--- src/rtl/stream_mux_rr.sv ---
`default_nettype none
// ============================================================================
//  Module      : stream_mux_rr
//  Description : Parametrised N-way, WIDTH-bit streaming multiplexer with
//                valid/ready handshakes, a registered 1-entry output stage
//                and two selection modes (explicit SEL or round-robin).
//                Optional macro STREAM_MUX_LOCK_EN adds packet locking via
//                IN_LAST / OUT_LAST.
//  Revision    : 1.0 - initial release
// ============================================================================
module stream_mux_rr #(
    parameter  int WIDTH = 16,
    parameter  int N     = 4,
    localparam int SELW  = $clog2(N)
) (
    input  logic               CLK,
    input  logic               RESET,
    input  logic [N*WIDTH-1:0] IN_DATA,
    input  logic [N-1:0]       IN_VALID,
    output logic [N-1:0]       IN_READY,
    input  logic               MODE,
    input  logic [SELW-1:0]    SEL,
    output logic [WIDTH-1:0]   OUT_DATA,
    output logic               OUT_VALID,
    input  logic               OUT_READY,
    output logic [SELW-1:0]    OUT_CH
`ifdef STREAM_MUX_LOCK_EN
    ,
    input  logic [N-1:0]       IN_LAST,
    output logic               OUT_LAST
`endif
);

    // Channel index base+k, wrapping modulo N.
    function automatic logic [SELW-1:0] rr_idx(input logic [SELW-1:0] base, input int k);
        int s;
        s = (int'(base) + k) % N;
        return SELW'(s);
    endfunction

    logic [WIDTH-1:0] r_out_data_q,  w_out_data_d;
    logic             r_out_valid_q, w_out_valid_d;
    logic [SELW-1:0]  r_out_ch_q,    w_out_ch_d;
    logic [SELW-1:0]  r_last_q,      w_last_d;

    logic             w_load;
    logic             w_rr_valid;
    logic [SELW-1:0]  w_rr_ch;
    logic             w_grant_valid;
    logic [SELW-1:0]  w_grant_ch;
    logic             w_xfer;
    logic [N-1:0]     w_ready;

`ifdef STREAM_MUX_LOCK_EN
    logic             r_out_last_q, w_out_last_d;
    logic             r_lock_q,     w_lock_d;
    logic [SELW-1:0]  r_lock_ch_q,  w_lock_ch_d;
`endif

    // The output register may take a new beat when empty or being drained.
    assign w_load = !r_out_valid_q | OUT_READY;

    // Round-robin search: first valid channel after the last granted one.
    always_comb begin
        w_rr_valid = 1'b0;
        w_rr_ch    = '0;
        for (int k = 1; k <= N; k++) begin
            if (!w_rr_valid && IN_VALID[rr_idx(r_last_q, k)]) begin
                w_rr_valid = 1'b1;
                w_rr_ch    = rr_idx(r_last_q, k);
            end
        end
    end

    // Grant selection: lock (if built in) overrides mode; SEL >= N never grants.
    always_comb begin
        w_grant_valid = 1'b0;
        w_grant_ch    = '0;
        if (MODE) begin
            w_grant_valid = w_rr_valid;
            w_grant_ch    = w_rr_ch;
        end else if (int'(SEL) < N) begin
            w_grant_valid = IN_VALID[SEL];
            w_grant_ch    = SEL;
        end
`ifdef STREAM_MUX_LOCK_EN
        if (r_lock_q) begin
            w_grant_valid = IN_VALID[r_lock_ch_q];
            w_grant_ch    = r_lock_ch_q;
        end
`endif
    end

    assign w_xfer = w_load & w_grant_valid;

    // One-hot ready to the granted channel, suppressed during reset.
    always_comb begin
        w_ready             = '0;
        w_ready[w_grant_ch] = w_xfer & !RESET;
    end

    assign IN_READY = w_ready;

    // Next state of the output stage and arbitration pointer.
    always_comb begin
        w_out_data_d  = r_out_data_q;
        w_out_valid_d = r_out_valid_q;
        w_out_ch_d    = r_out_ch_q;
        w_last_d      = r_last_q;
`ifdef STREAM_MUX_LOCK_EN
        w_out_last_d  = r_out_last_q;
        w_lock_d      = r_lock_q;
        w_lock_ch_d   = r_lock_ch_q;
`endif
        if (w_load) begin
            w_out_valid_d = w_xfer;
            if (w_xfer) begin
                w_out_data_d = IN_DATA[int'(w_grant_ch)*WIDTH +: WIDTH];
                w_out_ch_d   = w_grant_ch;
                w_last_d     = w_grant_ch;
`ifdef STREAM_MUX_LOCK_EN
                w_out_last_d = IN_LAST[w_grant_ch];
                w_lock_d     = !IN_LAST[w_grant_ch];
                w_lock_ch_d  = w_grant_ch;
`endif
            end
        end
    end

    // State registers; pointer resets to N-1 so channel 0 wins first.
    always_ff @(posedge CLK) begin
        if (RESET) begin
            r_out_data_q  <= '0;
            r_out_valid_q <= 1'b0;
            r_out_ch_q    <= '0;
            r_last_q      <= SELW'(N - 1);
`ifdef STREAM_MUX_LOCK_EN
            r_out_last_q  <= 1'b0;
            r_lock_q      <= 1'b0;
            r_lock_ch_q   <= '0;
`endif
        end else begin
            r_out_data_q  <= w_out_data_d;
            r_out_valid_q <= w_out_valid_d;
            r_out_ch_q    <= w_out_ch_d;
            r_last_q      <= w_last_d;
`ifdef STREAM_MUX_LOCK_EN
            r_out_last_q  <= w_out_last_d;
            r_lock_q      <= w_lock_d;
            r_lock_ch_q   <= w_lock_ch_d;
`endif
        end
    end

    assign OUT_DATA  = r_out_data_q;
    assign OUT_VALID = r_out_valid_q;
    assign OUT_CH    = r_out_ch_q;
`ifdef STREAM_MUX_LOCK_EN
    assign OUT_LAST  = r_out_last_q;
`endif

endmodule
`default_nettype wire

--- config.mk ---
export PLATFORM = sky130hd
export DESIGN_NAME = stream_mux_rr
export DESIGN_NICKNAME = d
export VERILOG_FILES = /design/src/rtl/stream_mux_rr.sv
export SDC_FILE = /design/constraint.sdc
export NUM_CORES = 1
export LEC_CHECK = 0
export ABC_AREA = 0
export BUFFER_PORTS_ARGS = -buffer_cell sky130_fd_sc_hd__clkbuf_2
export CAP_MARGIN = 40
export CORE_ASPECT_RATIO = 1.2
export CORE_MARGIN = 4
export CORE_UTILIZATION = 36
export DETAILED_ROUTE_END_ITERATION = 8
export MAX_ROUTING_LAYER = met4
export PLACE_DENSITY_LB_ADDON = 0.1
export SYNTH_ARGS = -nofsm -noshare
export SYNTH_HDL_FRONTEND = slang
export SYNTH_SLANG_ARGS = --single-unit
export TNS_END_PERCENT = 20
--- constraint.sdc ---
create_clock -name CLK -period 1.7 [get_ports CLK]
set_input_delay 0.17 -clock CLK [delete_from_list [all_inputs] [get_ports CLK]]
set_output_delay 0.17 -clock CLK [all_outputs]
set_load 0.01 [all_outputs]
Word-level counts from Yosys, hierarchy flattened
Index checks and enable logic that the tools add are counted.

Output and inout port bits: 23. Register bits after elaboration: 21.

Muxes and demuxes: 22. Add/subtract/negate cells: 4. Shift operators: 1. Reductions and logical operators: 10. Bitwise gates (word level): 4. Order comparisons: 7.

Operators by type and width (count): indexed part select 64 x 7 -> 16 bit (1); < comparator 2 x 3 -> 1 bit, second input constant (6); 2-to-1 mux 1 bit (11); binary-select mux 1 bit (select 2 bit) (5); 2-to-1 mux 2 bit (5); zero test 1 bit (5); adder 2 x 1 -> 2 bit, second input constant (2); adder 2 bit, second input constant (2); bitwise AND 4 bit (1); logical AND 1 bit (4); bitwise AND 1 bit (2); demux 1 bit (select 2 bit) (1); >= comparator 2 x 1 -> 1 bit, second input constant (1); AND reduction 2 bit (1); OR 1 bit (1).

Logic depth before layout (Yosys ltp)
Gate-level depths: netlist of run 1.

Word-level depth: 19. Gate-level depth with buffers: 8. Gate-level depth less buffers: 5.

Worst setup path before layout of run 1
Ideal clock, no wire load.

Kind: reg-to-output. Start point: register r_last_q[1]. End point: output port IN_READY[3]. Data arrival time: 1691 ps. Cell stages (with the launch flop): 8. Data required time: 1530 ps. Buffers on the path: 2. Setup slack: -161 ps. Cells stage by stage: dfxtp_1 -> mux2i_1 -> o221a_1 -> o21ai_1 -> or4b_1 -> buf_6 -> buf_6 -> nor2_1.

Cells in the longest elaborated chain, start to end: 19. Elaborated cells between the ends (all ways): 36. Those cells by class: add/sub (4); order compare (2); mux (20); bitwise (3); reduce/logical (7).

RTL lines: start: declaration (line 44) `logic [SELW-1:0] r_last_q, w_last_d;`; start signal: assignment (line 136) `r_last_q <= SELW'(N - 1);`; start signal: assignment (line 146) `r_last_q <= w_last_d;`; adder 2 x 1 -> 2 bit (line 37) `s = (int'(base) + k) % N;`; binary-select mux 1 bit (select 2 bit) (line 68) `if (!w_rr_valid && IN_VALID[rr_idx(r_last_q, k)]) begin`; 2-to-1 mux 1 bit (implied by the code) (line 68); 2-to-1 mux 1 bit (line 68); zero test 1 bit (line 68); logical AND 1 bit (line 68); 2-to-1 mux 1 bit (line 68); zero test 1 bit (line 68); [... 3 more ...]; logical AND 1 bit (line 68); 2-to-1 mux 2 bit (line 68); 2-to-1 mux 2 bit (line 79) `if (MODE) begin`; < comparator 2 x 3 -> 1 bit (implied by the code) or >= comparator 2 x 1 -> 1 bit (tied branches) (line 99) `w_ready[w_grant_ch] = w_xfer & !RESET;`; logical AND 1 bit (implied by the code) (line 99); 2-to-1 mux 1 bit (implied by the code) (line 99); demux 1 bit (select 2 bit) (line 99); bitwise AND 4 bit (no line) *; end: declaration (line 20) `output logic [N-1:0] IN_READY,`.

Every way passes the cells marked *; elsewhere a longest branch is shown, timed or not. The select of a mux whose other input is x is not followed.

Final worst setup path of run 1
Start point: register r_last_q[1]. End point: output port IN_READY[1].

Same word-level chain as after synthesis.

==> results of run 1 <==
==> synth_stat cells, drive strengths merged <==
library cell / number / area [µm²]
mux2i: 34 / 340
nand2: 22 / 82.6
dfxtp: 21 / 420
o221ai: 16 / 140
a21oi: 7 / 38.8
buf: 7 / 61.3
clkbuf: 4 / 15.0
nor2: 4 / 15.0
nand2b: 3 / 18.8
nor2b: 3 / 18.8
or2: 3 / 18.8
nor3b: 2 / 15.0
a211o: 1 / 8.76
a21boi: 1 / 7.51
a31oi: 1 / 6.26
and3b: 1 / 8.76
inv: 1 / 3.75
nand3: 1 / 10.0
nand3b: 1 / 7.51
nor4b: 1 / 8.76
nor4bb: 1 / 10.0
o2111ai: 1 / 8.76
o21ai: 1 / 5.00
o21bai: 1 / 11.3
o221a: 1 / 11.3
o311a: 1 / 10.0
o311ai: 1 / 8.76
o31ai: 1 / 7.51
or3b: 1 / 8.76
or4b: 1 / 10.0
==> stage by stage <==
stage               setup slack (ns)  total power, mW
global placement              -0.196             1.18
global route                  -0.375             1.68
floorplan                    -0.0482            0.929
finish                        -0.272             1.58
CTS                           -0.349             1.57
detailed placement            -0.195             1.18
==> cells in the final DEF (no fill, tap or decap), types with 2 or more instances in the layout <==
cell type / instances
nor2b_1: 3
buf_2: 3
or2_2: 3
a21oi_1: 5
clkbuf_8: 3
nand2b_1: 3
nor2_1: 2
buf_6: 4
nor3b_1: 2
mux2i_1: 33
buf_4: 21
buf_12: 2
dfxtp_1: 19
nand2_1: 22
clkbuf_2: 92
o221ai_1: 9
o221ai_2: 7
==> what timing repair did <==
item | 4_1_cts | 5_1_grt
gates resized for setup | 12 | 14
setup buffers | 4 | 2
pin swaps | 4 | 4
gates cloned | 1 | 1
endpoints found under the setup margin | 21 | 22
==> area by class of cell <==
| type | instances | area, µm² | share of cell area |
|---|---|---|---|
| tap | 39 | 48.8 | 0.0219 |
| inverter | 1 | 3.75 | 0.00169 |
| sequential | 21 | 425 | 0.191 |
| multi-input combinational | 112 | 952 | 0.428 |
| clock buffer | 4 | 45.0 | 0.0202 |
| timing repair buffer | 123 | 751 | 0.337 |
==> registers in the layout, indices dropped and copies added, names as in the netlist <==
signal,count
OUT_VALID,1
OUT_CH,2
r_last_q,2
OUT_DATA,16
==> worst register-to-register path, delay by kind of cell, from the launching register on <==
family                 cells  cell delay [ns]
AOI/OAI and AO/OA          3             0.47
muxes                      1             0.20
DFF                        1             0.37
and+or+nand+nor            1             0.41
buffers and inverters      2             0.33
==> logic make-up (layout without fill, tap and decap cells) <==
| kind of cell | Yosys count | count (layout) | share of synthesized area |
|---|---|---|---|
| flops | 21 | 21 | 0.314 |
| buf+inv | 12 | 128 | 0.0599 |
| compound gates | 33 | 34 | 0.197 |
| simple gates | 44 | 44 | 0.174 |
| mux | 34 | 34 | 0.254 |
==> path summary, 6_finish.rpt <==
check | to | cells past startpoint
worst max register to register | OUT_DATA[7] | 7
worst max-delay path | IN_READY[1] | 6
worst min register to register | OUT_CH[0] | 2
worst min-delay path | OUT_DATA[15] | 3
==> power by group <==
group / switching [mW] / total [mW] / internal, mW
clock network: 0.155 / 0.321 / 0.166
registers: 0.0393 / 0.599 / 0.560
logic: 0.301 / 0.662 / 0.361
==> per-layer routing <==
layer	global-route usage	up-vias
met4	0.0432	0
met5	-	-
met1	0.194	706
met2	0.317	51
met3	0.0343	2
li1	-	782
==> impl_results.md, run 1 <==
* IO Port Bufs at 96
* Largest buffer count on any clock path at 2
* R2R Setup Slk at -0.22 ns
* CP max stage cell: or4b_4
* Worst endpoint required time at 1.53 ns
* Final WL at 4.30 mm
* Final instance area at 2230 µm²
* Period minus WS final at 1.97 ns
* Metal3 WL at 294 µm
* Peak VDD IR at 0.296 mV
* DR iter-0 viols at 47
* Max-slew headroom at 0.733
* Initial antenna violation count at 0
* Final period util at 1.16
* CP Capture Type: output pin
* Crit-path max cell delay at 0.53 ns
* Ant diodes at 0
* RePlAce Congestion at 0.767
* Hold slack at 0.210 ns
* Post-synthesis register bit count at 21
* Failing checks: negative setup slack
* Gr usage total at 0.173
* Core area at 3600 µm²
* CTS tree: done
* Worst-margin pin slew at 0.397 ns
* Fin nets at 336
* Via density at 5.14
* Highest metal used: met4
* Syn nets at 218
* Skew final at 0.00345 ns
* GRT Residual Overflow at 0
* Pre-antenna DRT Iters at 4
* CP top delay family: simple AND/OR/NAND/NOR gates
* Leakage at 1.14 nW
* DR vias at 1541
* CTS buffer count at 3
* Skew-Pair Late Insertion Delay at 0.25 ns
* Die W at 63.6 µm
* Met2 Wirelength at 2.21 mm
* Clock sinks at 21
* RR Startpoint: r_last_q[1]
* Row cnt at 24
* Worst Path Buf+Inv at 1
* CP startpoint: r_last_q[1]
* Post-DRT Antenna Nets at 0
* Mean Syn Cell Area at 9.29 µm²
* RSZ-0062 raised after global routing: true
* Outcome: finished, violations left
* Synthesized instance count at 144
* Worst Setup Path Type: flip-flop to output pin
* M1 WL at 1.79 mm
* IO Pins at 97
* Mapped cell area at 1340 µm²
* Synthesis Warnings at 0
* DRC violations left at 0
* Util after Layout at 0.618
* Root buf cell: clkbuf_8
* Vias in the first global route at 1453
* Arrival @ worst endpoint at 1.80 ns
* Die ar. at 4760 µm²
* Worst Setup Start Kind: flip-flop
* Final slew viol count at 0
* F_max at 0.507 GHz
* Wire per inst at 14.3 µm
* Worst-path clk slew at 0.07 ns
* Final setup TNS at -3.68 ns
* Post-synthesis sequential area ratio at 0.314
* Final setup viols at 20
* Placed cells at 289
* Share of cells above drive strength 1 at 0.579
* Post-route insts no fill at 300
* P per Cell Area at 711 nW/µm²
* Worst-path cell chain: mux2i_1 -> o221a_1 -> o21ai_2 -> or4b_4 -> nor2b_1 -> buf_2
* Global-route wire length before repair at 6.46 mm
* Area delta synth->final at 66.4%
* Hold_sp: IN_DATA[47]
* Fillers at 319
* Pin count of the biggest net entering global routing at 17
* Area post-placement at 2000 µm²
* HP Class: input pin to flip-flop
* Number of max-cap violations at 0
* Die Y at 74.8 µm
* Starting density of the core at 0.371
* Hpwl dp at 3.26 mm
* Distinct cells, synth at 33
* CP max FO at 6
* Final hold viol count at 0
* Slack of the critical path at -0.272 ns
* Cts hold-fix bufs at 0
* H-tree lvl count at 1
(Power assumes the default switching activity.)
==> run 2, diff against run 1 <==
--- a/config.mk
+++ b/config.mk
@@ -14,6 +14,7 @@
 export DETAILED_ROUTE_END_ITERATION = 8
 export MAX_ROUTING_LAYER = met4
 export PLACE_DENSITY_LB_ADDON = 0.1
+export RECOVER_POWER = 100
 export SYNTH_ARGS = -nofsm -noshare
 export SYNTH_HDL_FRONTEND = slang
 export SYNTH_SLANG_ARGS = --single-unit
==> run 2 against run 1 <==
- the flow still finishes with violations (negative setup slack)
- non-clock buffer count did not move
- register-to-register slack hardly changed
- count of clock-buffer cells in the layout unchanged
- global-route usage did not move
- critical path type unchanged
- highest routed layer unchanged
==> impl_results.md, run 2 (synthesis gave the netlist of run 1 again) <==
* F_max at 0.508 GHz
* IO Port Bufs at 96
* P per Cell Area at 712 nW/µm²
* GRT Residual Overflow at 0
* Worst-path clk slew at 0.07 ns
* Max reg flops at 16
* Comb pwr share at 0.414
* Worst r2r dst: OUT_DATA[7]
* Pwr Total at 1.57 mW
* DR vias at 1543
* Post-DRT Antenna Nets at 0
* CTS buffer count at 3
* Max-slew headroom at 0.729
* Fillers at 326
* Row cnt at 24
* Root buf cell: clkbuf_8
* Hold Crit Depth at 3
* Number of max-cap violations at 0
* Wire per inst at 14.4 µm
* Skew final at 0.00578 ns
* Hold slack at 0.211 ns
* Area delta synth->final at 64.6%
* R2R depth at 7
* CP max FO at 6
* CP Capture Type: output pin
* Clock power share at 0.204
* CP top delay family: simple AND/OR/NAND/NOR gates
* Fin nets at 336
* Cts hold-fix bufs at 0
* Global-route wire length before repair at 6.46 mm
* Reg area at 425 µm²
* DRC violations left at 0
* Ant diodes at 0
* P_int at 1.07 mW
* Outcome: finished, violations left
* H-tree lvl count at 1
* Share of cells above drive strength 1 at 0.506
* Hold_sp: IN_DATA[47]
* Starting density of the core at 0.371
* Final hold viol count at 0
* Reported net switching power at 495 µW
* Final setup viols at 20
* DR iter-0 viols at 47
* Arrival @ worst endpoint at 1.80 ns
* Worst Hold End: OUT_DATA[15]
* Worst Setup Path Type: flip-flop to output pin
* Hpwl dp at 3.26 mm
* Worst Setup Start Kind: flip-flop
* Gr usage total at 0.173
* Worst Path Buf+Inv at 1
* Most frequent cells in the layout: clkbuf_2 (73), mux2i_1 (33), nand2_1 (22)
* Failing checks: negative setup slack
* Core area at 3600 µm²
* Multi-input logic area at 952 µm²
* Die Y at 74.8 µm
* Reg power frac at 0.382
* Largest buffer count on any clock path at 2
* CP max stage cell: or4b_4
* Via density at 5.14
* Die ar. at 4760 µm²
* RSZ-0062 raised after global routing: true
* Clock sinks at 21
* Slack of the critical path at -0.270 ns
* Skew-Pair Late Insertion Delay at 0.25 ns
* Final slew viol count at 0
* Worst endpoint required time at 1.53 ns
* Worst-path cell chain: mux2i_1 -> o221a_1 -> o21ai_2 -> or4b_4 -> nor2b_1 -> buf_2
* RePlAce Congestion at 0.767
* Leading cell type in the layout, fill and taps excluded: clkbuf_2
* Pre-antenna DRT Iters at 4
* Leakage at 1.08 nW
* Vias in the first global route at 1453
* CTS tree: done
* R2R Setup Slk at -0.21 ns
* Worst-margin pin slew at 0.402 ns
* Crit-path max cell delay at 0.53 ns
* Final WL at 4.32 mm
* HP Class: input pin to flip-flop
* Die W at 63.6 µm
* Pin count of the biggest net entering global routing at 17
* Sw frac at 0.316
* Period minus WS final at 1.97 ns
* IO Pins at 97
* Final period util at 1.16
* RR Startpoint: r_last_q[1]
* Initial antenna violation count at 0
* Peak VDD IR at 0.292 mV
run 2: cell counts in the layout (fill, tap and decap cells not counted):
Identical to the previous run, type by type.
run 2: power groups by stage:
| stage | logic, mW | clock network, mW | registers (mW) |
|---|---|---|---|
| 2_1_floorplan | 0.295 | 0 | 0.635 |
| 3_3_place_gp | 0.570 | 0 | 0.606 |
| 3_5_place_dp | 0.571 | 0 | 0.608 |
| 4_1_cts | 0.641 | 0.335 | 0.597 |
| 5_1_grt | 0.703 | 0.354 | 0.607 |
| 6_report | 0.648 | 0.320 | 0.599 |
run 2: stage by stage:
stage | setup TNS, ns | cell area, µm² | utilization | instances | setup WS, ns
floorplan | -0.511 | 1370 | - | 144 | -0.0482
global placement | -2.97 | 2000 | 0.556 | 289 | -0.196
detailed placement | -3.11 | 2000 | 0.556 | 289 | -0.195
CTS | -4.81 | 2170 | 0.601 | 298 | -0.349
global route | -5.43 | 2200 | 0.611 | 300 | -0.375
finish | -3.61 | 2200 | 0.611 | 300 | -0.270
run 2: cell type report:
class / count / area share
clock buffers: 4 / 0.0205
inverters: 1 / 0.00170
multi-input cells: 112 / 0.432
flip-flops and latches: 21 / 0.193
well taps: 39 / 0.0222
repair buffers: 123 / 0.330
run 2: repair_timing:
item                                    4_1_cts  5_1_grt
resized for setup                            12       14
pin swaps                                     4        4
buffers inserted                              4        2
endpoints found under the setup margin       21       22
cloned                                        1        1
run 2: how the worst max path moves through the flow:
stage / cells past startpoint / start / endpoint / slack [ns]
2_1_floorplan: 7 / r_last_q[1] / IN_READY[3] / -0.05
3_3_place_gp: 7 / IN_VALID[1] / OUT_DATA[8] / -0.20
3_5_place_dp: 7 / IN_VALID[1] / OUT_DATA[8] / -0.19
4_1_cts: 7 / r_last_q[1] / IN_READY[1] / -0.35
5_1_grt: 7 / r_last_q[1] / IN_READY[0] / -0.38
6_report: 6 / r_last_q[1] / IN_READY[1] / -0.27
run 2: worst reg2reg max path, delay by kind of cell, from the launching register on:
family,cells,cell delay [ns]
simple gates,1,0.41
compound gates,3,0.47
mux,1,0.20
flops,1,0.37
buf+inv,2,0.33
run 2: per-layer routing:
metal  vias up  GRT usage  routed length (µm)
met5         -          -                   0
met4         0     0.0432                  14
met3         2     0.0343                 303
met2        57      0.317                2190
met1       702      0.194                1820
li1        782          -                   -
==> run 3, diff against run 2 <==
--- a/config.mk
+++ b/config.mk
@@ -6,7 +6,7 @@
 export NUM_CORES = 1
 export LEC_CHECK = 0
 export ABC_AREA = 0
-export BUFFER_PORTS_ARGS = -buffer_cell sky130_fd_sc_hd__clkbuf_2
+export BUFFER_PORTS_ARGS = -buffer_cell sky130_fd_sc_hd__buf_2
 export CAP_MARGIN = 40
 export CORE_ASPECT_RATIO = 1.2
 export CORE_MARGIN = 4
==> run 3 against run 2 <==
- the flow still finishes with violations (negative setup slack)
- final cell count is 1.7% higher
- design area rose by 1.3%
- power grew 1.2%
- clock skew fell by 0.0029 ns
- combinational power grew 1%
- first-iteration DRC count is 6.4% lower
- register-to-register slack got worse by 0.03 ns
- via count is 1.6% higher
- critical endpoint unchanged
- largest cell class unchanged
- largest power group unchanged
==> impl_results.md, run 3 (synthesis gave the netlist of run 1 again) <==
* GRT Residual Overflow at 0
* Arrival @ worst endpoint at 1.81 ns
* Wire per inst at 14.4 µm
* Root buf cell: clkbuf_8
* Clock power share at 0.207
* Hold slack at 0.218 ns
* Share of cells above drive strength 1 at 0.508
* Pwr Total at 1.59 mW
* Worst-path clk slew at 0.08 ns
* P_int at 1.08 mW
* Row cnt at 24
* Skew-Pair Late Insertion Delay at 0.26 ns
* Hold Crit Depth at 3
* Via density at 5.14
* Final hold viol count at 0
* Pin count of the biggest net entering global routing at 17
* RePlAce Congestion at 0.793
* Sw frac at 0.317
* HP Class: input pin to flip-flop
* CP max FO at 7
* Most frequent cells in the layout: buf_2 (76), mux2i_1 (32), buf_4 (25)
* CTS buffer count at 3
* Setup Slack @ Placement at -0.232 ns
* R2R depth at 7
* CP startpoint: r_last_q[1]
* Die ar. at 4760 µm²
* H-tree lvl count at 1
* Post-route insts no fill at 305
* Comb pwr share at 0.415
* Fin nets at 341
* Worst Setup Start Kind: flip-flop
* Largest buffer count on any clock path at 2
* Global-route wire length before repair at 6.73 mm
* DR vias at 1567
* Slack of the critical path at -0.279 ns
* Final setup viols at 20
* Peak VDD IR at 0.382 mV
* Final slew viol count at 0
* Worst endpoint required time at 1.53 ns
* Die W at 63.6 µm
* Core area at 3600 µm²
* Final period util at 1.16
* Outcome: finished, violations left
* P per Cell Area at 711 nW/µm²
* CP Capture Type: output pin
* Post-DRT Antenna Nets at 0
* Worst Setup Path Type: flip-flop to output pin
* Initial antenna violation count at 0
* Die Y at 74.8 µm
* Max-slew headroom at 0.732
* CTS tree: done
* Ant diodes at 0
* Leakage at 1.07 nW
* Hold_sp: IN_DATA[43]
* Failing checks: negative setup slack
* IO Port Bufs at 96
* RR Startpoint: r_last_q[1]
* Leading cell type in the layout, fill and taps excluded: buf_2
* F_max at 0.505 GHz
* Number of max-cap violations at 0
* Final WL at 4.39 mm
* Max reg flops at 16
* Gr usage total at 0.183
* DR iter-0 viols at 44
* Period minus WS final at 1.98 ns
* Skew final at 0.00283 ns
* Reg power frac at 0.378
* Clock sinks at 21
* DRC violations left at 0
* Vias in the first global route at 1503
* Starting density of the core at 0.371
* Pre-antenna DRT Iters at 4
* Area delta synth->final at 66.8%
* Placed cells at 292
* IO Pins at 97
* Hpwl dp at 3.35 mm
* Worst-margin pin slew at 0.401 ns
* Reported net switching power at 503 µW
* RSZ-0062 raised after global routing: true
[run 3: final timing paths]
check	to	slack (ns)
max	IN_READY[1]	-0.28
min	OUT_DATA[11]	0.22
max reg2reg	OUT_DATA[2]	-0.24
min reg2reg	OUT_CH[1]	0.46
[run 3: power by group through the flow]
stage | Sequential [mW] | Clock (mW) | Combinational, mW
6_report | 0.600 | 0.328 | 0.657
3_3_place_gp | 0.606 | 0 | 0.577
3_5_place_dp | 0.608 | 0 | 0.580
2_1_floorplan | 0.635 | 0 | 0.295
5_1_grt | 0.609 | 0.362 | 0.714
4_1_cts | 0.597 | 0.342 | 0.661
[run 3: timing repair]
action	4_1_cts	5_1_grt
buffers inserted	5	4
gates resized for setup	16	8
pin swaps	2	4
setup endpoints to repair	21	21
cloned	1	0
hold endpoints to repair	0	0
hold buffers	0	0
[run 3: cell type report]
class / instances / area (µm²)
well taps: 39 / 48.8
inverters: 1 / 3.75
flip-flops and latches: 21 / 424
multi-input cells: 111 / 941
clock buffers: 4 / 45.0
repair buffers: 129 / 768
fillers: 335 / 1370
[run 3: worst max-delay path, cell delays in order (launching register included)]
cell and delay [ns]:
dfxtp_4 0.37, or3b_4 0.41, a21oi_4 0.18, o311ai_4 0.16, buf_12 0.18, nor2b_1 0.12
buf_2 0.13
[run 3: metal layers]
| metal | GRT usage | share of wire |
|---|---|---|
| met1 | 0.181 | 0.36 |
| met2 | 0.357 | 0.56 |
| met3 | 0.0403 | 0.075 |
| met4 | 0.0576 | 0.0080 |
| met5 | - | 0 |
[run 3: per-stage QoR]
| stage | TNS [ns] | util | cell area, µm² |
|---|---|---|---|
| 2_1_floorplan | -0.511 | - | 1370 |
| 3_3_place_gp | -3.36 | 0.562 | 2020 |
| 3_5_place_dp | -3.45 | 0.562 | 2020 |
| 4_1_cts | -4.72 | 0.616 | 2220 |
| 5_1_grt | -5.33 | 0.619 | 2230 |
| 6_report | -3.85 | 0.619 | 2230 |
